`config.mk`:
```
export PLATFORM = sky130hd
export DESIGN_NAME = lfsr_prbs_link
export DESIGN_NICKNAME = d
export VERILOG_FILES = /design/src/rtl/lfsr_pkg.sv /design/src/rtl/lfsr_core.sv /design/src/rtl/lfsr_prbs_link.sv
export SDC_FILE = /design/constraint.sdc
export NUM_CORES = 1
export LEC_CHECK = 0
export BUFFER_PORTS_ARGS = -buffer_cell sky130_fd_sc_hd__buf_4
export CORE_MARGIN = 2
export CORE_UTILIZATION = 30
export CTS_BUF_LIST = sky130_fd_sc_hd__clkbuf_2
export DETAILED_ROUTE_END_ITERATION = 10
export SETUP_SLACK_MARGIN = 0.02
export SKIP_CTS_REPAIR_TIMING = 1
export SLEW_MARGIN = 20
export SYNTH_ARGS = -nofsm -noshare
export SYNTH_HDL_FRONTEND = slang
export SYNTH_HIERARCHICAL = 1
export SYNTH_SLANG_ARGS = --single-unit
```
`constraint.sdc`:
```
create_clock -name clk -period 2.1 [get_ports clk]
set_input_delay 0.42 -clock clk [delete_from_list [all_inputs] [get_ports clk]]
set_output_delay 0.42 -clock clk [all_outputs]
set_load 0.02 [all_outputs]
```
`src/rtl/lfsr_pkg.sv`:
```
// Shared PRBS link types: injection modes, checker states, LFSR step function.
// Pure declarations, no timing or flow control.
package lfsr_pkg;

  localparam int LFSR_MAX_W = 64;

  typedef enum logic [1:0] {
    INJ_NONE     = 2'b00,
    INJ_SINGLE   = 2'b01,
    INJ_CONT     = 2'b10,
    INJ_PERIODIC = 2'b11
  } inj_mode_t;

  typedef enum logic {
    ST_UNLOCKED = 1'b0,
    ST_LOCKED   = 1'b1
  } chk_state_t;

  // Callers zero-extend into LFSR_MAX_W and truncate the result back to WIDTH.
  function automatic logic [LFSR_MAX_W-1:0] lfsr_next(
    input logic [LFSR_MAX_W-1:0] state,
    input logic [LFSR_MAX_W-1:0] taps
  );
    return {state[LFSR_MAX_W-2:0], ^(state & taps)};
  endfunction

endpackage

```
`src/rtl/lfsr_core.sv`:
```
// Fibonacci LFSR register with seed load; one step per cycle while i_valid is high.
// Soft reload wins over advance; an all-zero seed is replaced by all-ones.
module lfsr_core
  import lfsr_pkg::*;
#(
  parameter int               WIDTH = 8,
  parameter logic [WIDTH-1:0] TAPS  = 8'hB8
) (
  input  logic             clk,
  input  logic             i_rst,
  input  logic             i_valid,
  input  logic             i_soft_reset,
  input  logic [WIDTH-1:0] i_seed,
  output logic [WIDTH-1:0] o_state
);

  logic [WIDTH-1:0] next_state;

  assign next_state = WIDTH'(lfsr_next(LFSR_MAX_W'(o_state), LFSR_MAX_W'(TAPS)));

  always_ff @(posedge clk or negedge i_rst) begin
    if (!i_rst) begin
      o_state <= WIDTH'(1);
    end else if (i_soft_reset) begin
      o_state <= (i_seed == '0) ? '1 : i_seed;
    end else if (i_valid) begin
      o_state <= next_state;
    end
  end

endmodule

```
`src/rtl/lfsr_prbs_link.sv`:
```
// PRBS link test: generator, bit-0 error injection and self-synchronising checker.
// Checker verdicts and lock appear one cycle after the word; no backpressure, i_valid gates all progress.
module lfsr_prbs_link
  import lfsr_pkg::*;
#(
  parameter int               WIDTH      = 8,
  parameter logic [WIDTH-1:0] TAPS       = 8'hB8,
  parameter int               LOCK_CNT   = 4,
  parameter int               UNLOCK_CNT = 3,
  parameter int               ERR_W      = 16,
  parameter int               INJ_PERIOD = 16
) (
  input  logic             clk,
  input  logic             i_rst,
  input  logic             i_valid,
  input  logic             i_soft_reset,
  input  logic [WIDTH-1:0] i_seed,
  input  logic [1:0]       i_inj_mode,
  input  logic             i_inj_trig,
  input  logic             i_err_clr,
  output logic [WIDTH-1:0] o_lfsr,
  output logic             o_lock,
  output logic [ERR_W-1:0] o_err_cnt
);

  localparam int LK_W  = $clog2(LOCK_CNT + 1);
  localparam int UL_W  = $clog2(UNLOCK_CNT + 1);
  localparam int PER_W = $clog2(INJ_PERIOD);

  logic [WIDTH-1:0] tx;
  logic [WIDTH-1:0] prev;
  logic [WIDTH-1:0] prev_next;
  logic             has_prev;
  logic             inject;
  logic             mode_chg;
  logic             match;
  logic             mism;
  inj_mode_t        mode_q;
  chk_state_t       state_q;
  logic             inj_armed;
  logic [PER_W-1:0] per_cnt;
  logic [LK_W-1:0]  match_run;
  logic [UL_W-1:0]  mism_run;

  lfsr_core #(
    .WIDTH (WIDTH),
    .TAPS  (TAPS)
  ) u_core (
    .clk          (clk),
    .i_rst        (i_rst),
    .i_valid      (i_valid),
    .i_soft_reset (i_soft_reset),
    .i_seed       (i_seed),
    .o_state      (o_lfsr)
  );

  // A mode switch restarts single-shot and periodic bookkeeping from scratch.
  assign mode_chg = (i_inj_mode != mode_q);

  always_comb begin
    inject = 1'b0;
    case (inj_mode_t'(i_inj_mode))
      INJ_CONT:     inject = i_valid;
      INJ_SINGLE:   inject = i_valid && inj_armed && !mode_chg;
      INJ_PERIODIC: inject = i_valid && !mode_chg && (per_cnt == PER_W'(INJ_PERIOD - 1));
      default:      inject = 1'b0;
    endcase
  end

  assign tx        = inject ? (o_lfsr ^ WIDTH'(1)) : o_lfsr;
  assign prev_next = WIDTH'(lfsr_next(LFSR_MAX_W'(prev), LFSR_MAX_W'(TAPS)));
  assign match     = i_valid && has_prev && (tx == prev_next);
  assign mism      = i_valid && has_prev && (tx != prev_next);

  always_ff @(posedge clk or negedge i_rst) begin
    if (!i_rst) begin
      mode_q    <= INJ_NONE;
      inj_armed <= 1'b0;
      per_cnt   <= '0;
    end else begin
      mode_q <= inj_mode_t'(i_inj_mode);
      if (mode_chg) begin
        inj_armed <= 1'b0;
        per_cnt   <= '0;
      end else begin
        if (inj_mode_t'(i_inj_mode) == INJ_SINGLE && i_inj_trig) begin
          inj_armed <= 1'b1;
        end else if (inject) begin
          inj_armed <= 1'b0;
        end
        if (inj_mode_t'(i_inj_mode) == INJ_PERIODIC && i_valid) begin
          per_cnt <= (per_cnt == PER_W'(INJ_PERIOD - 1)) ? '0 : per_cnt + 1'b1;
        end
      end
    end
  end

  always_ff @(posedge clk or negedge i_rst) begin
    if (!i_rst) begin
      prev      <= '0;
      has_prev  <= 1'b0;
      state_q   <= ST_UNLOCKED;
      match_run <= '0;
      mism_run  <= '0;
      o_lock    <= 1'b0;
    end else if (i_valid) begin
      prev     <= tx;
      has_prev <= 1'b1;
      case (state_q)
        ST_UNLOCKED: begin
          if (mism) begin
            match_run <= '0;
          end else if (match) begin
            if (match_run == LK_W'(LOCK_CNT - 1)) begin
              state_q   <= ST_LOCKED;
              o_lock    <= 1'b1;
              match_run <= '0;
              mism_run  <= '0;
            end else begin
              match_run <= match_run + 1'b1;
            end
          end
        end
        default: begin
          if (match) begin
            mism_run <= '0;
          end else if (mism) begin
            if (mism_run == UL_W'(UNLOCK_CNT - 1)) begin
              state_q   <= ST_UNLOCKED;
              o_lock    <= 1'b0;
              match_run <= '0;
              mism_run  <= '0;
            end else begin
              mism_run <= mism_run + 1'b1;
            end
          end
        end
      endcase
    end
  end

  always_ff @(posedge clk or negedge i_rst) begin
    if (!i_rst) begin
      o_err_cnt <= '0;
    end else if (i_err_clr) begin
      o_err_cnt <= '0;
    end else if (mism && state_q == ST_LOCKED && o_err_cnt != '1) begin
      o_err_cnt <= o_err_cnt + 1'b1;
    end
  end

endmodule

```
# Yosys cells after proc, flatten, opt, wreduce, memory -nomap -nowiden
# Index checks and enable logic that the tools add are counted.
# totals
rom_bits,0
reg_bits,47
word_cells,96
ramBits,0
latchBits,0
memories,0
# classes
n_addsub,4
div_mod_pow,0
eq_ne,14
multipliers,0
order_cmp,0
n_reduce_logical,25
shifts,0
n_bitwise,1
muxes,41
# ops
cell,n
$reduce_xor 64->1,2
$mux 16,2
$mux 8,3
$mux 3,7
$mux 1,18
$add 16x1->16 const B,1
$ne 16x16->1 const B,1
$mux 2,7
$mux 4,3
$reduce_bool 2->1,6
$logic_and 1x1->1,11
$eq 8x8->1,1
$logic_not 8->1,1
$ne 8x8->1,1
$reduce_and 7->1,1
$eq 2x2->1 const B,3
$reduce_and 5->1,1
$add 4x1->4 const B,1
$eq 4x4->1 const B,1
$ne 2x1->1 const B,2
$ne 2x2->1 const B,2
$reduce_and 4->1,1
$add 3x1->3 const B,1
$eq 3x2->1 const B,1
7 further kinds,7

# Longest topological paths before layout
# depth
ltp_word,12
ltp_mapped,9
ltp_nobuf,7

# Modules after synthesis
# The synthesis kept the hierarchy.
# modules_own_cells
module,cells_per_inst,n_inst,area_each_um2
lfsr_prbs_link,227,1,2187.1
lfsr_core,52,1,494.2

# Least setup slack after synthesis
# No wires, ideal clock.
# synth_timing
path_type,reg2reg
start,register per_cnt[0]
end,register o_err_cnt[0]
path_stages_with_launch,9
arrival_time_ps,2095
setup_ps,125
slack_ps,-119
path_buffers,1
t_required_ps,1975
synth_period_minus_slack_ps,2219
cell_sequence,dfrtp_1 > ha_1 > and3_1 > o21ai_0 > or3b_1 > a21oi_2 > buf_6 > nor3_1 > mux2_2
# synth_via
elab_chain_len,9
# synth_lines
item,line_no,text
start: declaration,lfsr_prbs_link.sv:41,logic [PER_W-1:0] per_cnt;
start signal: assignment,lfsr_prbs_link.sv:92,per_cnt <= (per_cnt == PER_W'(INJ_PERIOD - 1)) ? '0 : per_cnt + 1'b1;
$eq 4x4->1,lfsr_prbs_link.sv:65,INJ_PERIODIC: inject = i_valid && !mode_chg && (per_cnt == PER_W'(INJ_PERIOD - 1));
$logic_and 1x1->1,lfsr_prbs_link.sv:65,
$pmux 1 s3,lfsr_prbs_link.sv:62,case (inj_mode_t'(i_inj_mode))
$mux 1,lfsr_prbs_link.sv:70,assign tx = inject ? (o_lfsr ^ WIDTH'(1)) : o_lfsr;
$ne 8x8->1,lfsr_prbs_link.sv:73,assign mism = i_valid && has_prev && (tx != prev_next);
$logic_and 1x1->1,lfsr_prbs_link.sv:73,
$logic_and 1x1->1 (2 in series),lfsr_prbs_link.sv:147,end else if (mism && state_q == ST_LOCKED && o_err_cnt != '1) begin
$reduce_bool 2->1 (no line),n/a,
end signal: assignment,lfsr_prbs_link.sv:148,o_err_cnt <= o_err_cnt + 1'b1;
end: declaration,lfsr_prbs_link.sv:23,output logic [ERR_W-1:0] o_err_cnt
# No other way between the ends.
# A chain may end at the register's enable or synchronous reset.

# Worst setup path in the final report
# layout_timing
start,register prev[7]
end,register o_err_cnt[15]
# layout_via
elab_chain_len,6
# layout_lines
item,line_no,text
start: declaration,lfsr_prbs_link.sv:31,logic [WIDTH-1:0] prev;
start signal: assignment,lfsr_prbs_link.sv:107,prev <= tx;
$reduce_xor 64->1,lfsr_pkg.sv:24,"return {state[LFSR_MAX_W-2:0], ^(state & taps)};"
$ne 8x8->1,lfsr_prbs_link.sv:73,
$logic_and 1x1->1,lfsr_prbs_link.sv:73,
$logic_and 1x1->1 (2 in series),lfsr_prbs_link.sv:147,
$reduce_bool 2->1 (no line),n/a,
# No other way between the ends.

==> impl_metrics.env <==
export IMPL_fin_ws_ps=-55.7
export IMPL_io_buffers=40
export IMPL_power_frac_comb=0.227
export IMPL_post_dp_hpwl_mm=4.49
export IMPL_worst_setup_path_start_kind="register"
export IMPL_first_pass_iters=4
export IMPL_async_flop_share=1.00
export IMPL_tritoncts_num_sinks=47
export IMPL_hold_ws_ps=126
export IMPL_use_met2=0.217
export IMPL_power_switching_w=0.000547
export IMPL_path_clk_slew_ps=250
export IMPL_num_antenna_cells=0
export IMPL_seq_area_frac_synth=0.439
export IMPL_vias=2331
export IMPL_synth_top_area_share=0.429
export IMPL_antenna_found_initial=0
export IMPL_max_slew_margin=0.585
export IMPL_htree_levels=2
export IMPL_placementRows=34
export IMPL_slowest_stage="or4_1"
export IMPL_initial_core_util=0.309
export IMPL_p_per_area_mw_per_mm2=522
export IMPL_cp_end_kind="register"
export IMPL_drt_iter0_drc=65
export IMPL_syn_to_final_growth_pct=28.1
export IMPL_utilization=0.396
export IMPL_crit_buf_inv=1
export IMPL_tightest_slew_ps=623
export IMPL_cp_required_ps=2460
export IMPL_yosysMostFrequentCell="dfrtp_1"
export IMPL_synth_seq_cells=47
export IMPL_p_total_w=0.00179
export IMPL_fp_dieH_um=98.5
export IMPL_clkPwrFrac=0.218
export IMPL_sequentialPowerShare=0.555
export IMPL_gp_routability_congestion=0.807
export IMPL_path_cells="xor2_2 -> xnor3_1 -> or3b_1 -> a21oi_2 -> buf_12 -> or4_1 -> a21oi_1"
export IMPL_max_freq_mhz=464
export IMPL_grt_overflow_total=0
export IMPL_drc=0
export IMPL_final_area_mm2=0.00344
export IMPL_slew_viol_final=0
export IMPL_synth_area_mm2=0.00268
export IMPL_p_int_w=0.00125
export IMPL_wl_mm=6.20
export IMPL_cts_root_buf="clkbuf_2"
export IMPL_wl_per_cell_um=13.5
export IMPL_final_setup_skew_ps=19.6
export IMPL_synth_commonest_cells="46 x dfrtp_1, 30 x a21oi_1, 18 x nor2b_1"
export IMPL_crit_type="reg -> reg"
export IMPL_drive_gt1_frac=0.332
export IMPL_dpl_instance_area_mm2=0.00337
export IMPL_synthFlopType="dfrtp_1"
export IMPL_avgViaCountPerCell=5.07
export IMPL_slowest_delay_ps=520
export IMPL_timing_final_crit_share=1.03
export IMPL_hp_class="in -> reg"
export IMPL_cts_tree="yes"
export IMPL_yosys_area_top_type="dfrtp_1"
export IMPL_ioPinCount=41
export IMPL_cp_arrival_ps=2510
export IMPL_cts_buffers=5
export IMPL_final_hold_violation_count=0
export IMPL_final_cells=460
export IMPL_grt_pass1_vias=2266
export IMPL_power_leakage_nw=1.47
export IMPL_core_area_mm2=0.00868
export IMPL_failed_checks="setup timing"
export IMPL_swShare=0.305
export IMPL_use_met1=0.186
export IMPL_grt_max_degree=48
export IMPL_grt_use_total=0.134
export IMPL_finalSetupViolations=15
export IMPL_synth_edff_count=0
export IMPL_clk_insertion_delay_late_ps=420
export IMPL_worstPathMaxFanout=27
export IMPL_period_needed_ps=2160
export IMPL_dp_cells=451
export IMPL_syn_nets=298
export IMPL_die_area_mm2=0.00971
export IMPL_drtAntennaViolNets=0
export IMPL_final_nets=370
export IMPL_grt_use_met3=0.0291
export IMPL_rsz0062_at_grt="yes"
export IMPL_die_w_um=98.5
export IMPL_grt_busiest_layer="met2"
export IMPL_avgSynthCellArea_um2=9.61
export IMPL_synth_distinct_cells=45
export IMPL_yosys_top_cells_area="dfrtp_1 43%, mux2_2 6.3%, a21oi_1 5.6%"
export IMPL_synthCells=279
export IMPL_maxCapViolCount=0
export IMPL_ir_drop_mv=0.252
export IMPL_cpLargestDelayFamily="simple AND/OR/NAND/NOR gates"
export IMPL_cts_path_max_buffers=2
export IMPL_status="finished, violations left"
export IMPL_grt_pass1_wl_mm=10.8
export IMPL_yosysWarnings=6
## kinds of logic (layout without fill, tap and decap cells)
family / count (synthesis) / in the layout / share of synthesized area
AO/OA/AOI/OAI: 67 / 67 / 0.154
XOR/XNOR: 17 / 17 / 0.0607
adder cells (fa/ha/maj): 3 / 3 / 0.0140
buffers and inverters: 17 / 90 / 0.0289
flip-flops: 47 / 47 / 0.439
multiplexers: 17 / 17 / 0.0705
AND/OR/NAND/NOR: 111 / 111 / 0.233
## power by group through the flow
stage / clock network, W / registers (W) / logic [W]
6_report: 0.000391 / 0.000996 / 0.000407
5_1_grt: 0.000443 / 0.00100 / 0.000454
4_1_cts: 0.000406 / 0.000994 / 0.000411
3_5_place_dp: 0 / 0.00101 / 0.000409
3_3_place_gp: 0 / 0.00101 / 0.000404
2_1_floorplan: 0 / 0.00103 / 0.000217
## final timing paths
path / startpoint / to / slack, ps / cells after the start
min in group asynchronous: i_rst / o_err_cnt[6]$_DFFE_PN0P_ / 500 / 2
hold reg to reg: has_prev$_DFFE_PN0P_ / has_prev$_DFFE_PN0P_ / 540 / 1
setup reg to reg: prev[7]$_DFFE_PN0P_ / o_err_cnt[15]$_DFFE_PN0P_ / -60 / 7
hold / removal: i_inj_mode[1] / mode_q[1]$_DFF_PN0_ / 130 / 1
setup / recovery: prev[7]$_DFFE_PN0P_ / o_err_cnt[15]$_DFFE_PN0P_ / -60 / 7
max in group asynchronous: i_rst / o_err_cnt[15]$_DFFE_PN0P_ / 1160 / 2
## flip-flops by register name, indices dropped and copies added, names as in the netlist
| signal | cells |
|---|---|
| u_core/o_state | 8 |
| o_err_cnt | 16 |
| prev | 8 |
| has_prev | 1 |
| o_lock | 1 |
| per_cnt | 4 |
| match_run | 3 |
| inj_armed | 1 |
| state_q | 1 |
| mode_q | 2 |
| mism_run | 2 |
## per-layer routing
layer / part of all wire / wire length, um
met1: 0.47 / 2930
met2: 0.47 / 2920
met3: 0.049 / 302
met4: 0.0085 / 53
met5: 0 / 0
## per-stage QoR
stage               setup TNS [ps]  setup slack (ps)
finish                        -341             -55.7
global route                 -2900              -209
floorplan                        0              27.7
global placement              -643             -63.2
CTS                           -839              -123
detailed placement           -1410              -102
## placed cells by master (no fill, tap or decap), drive strengths merged, types with 7 or more instances in the layout
cell | Yosys | final
a211oi | 9 | 9
a21oi | 32 | 32
buf | 6 | 78
dfrtp | 46 | 46
mux2 | 15 | 15
nand2 | 17 | 17
nand3 | 9 | 9
nand4 | 7 | 7
nor2 | 16 | 16
nor2b | 18 | 18
nor3 | 14 | 14
o21ai | 13 | 13
xnor2 | 8 | 8
xor2 | 8 | 8
## layout make-up
| class | instances | area (um2) |
|---|---|---|
| well taps | 108 | 135 |
| multi-input cells | 215 | 1460 |
| repair buffers | 79 | 608 |
| fillers | 899 | 5240 |
| clock buffers | 6 | 30.0 |
| clock inverters | 2 | 12.5 |
| inverters | 3 | 11.3 |
| flip-flops and latches | 47 | 1180 |
Power figures use the tool's default switching activity.
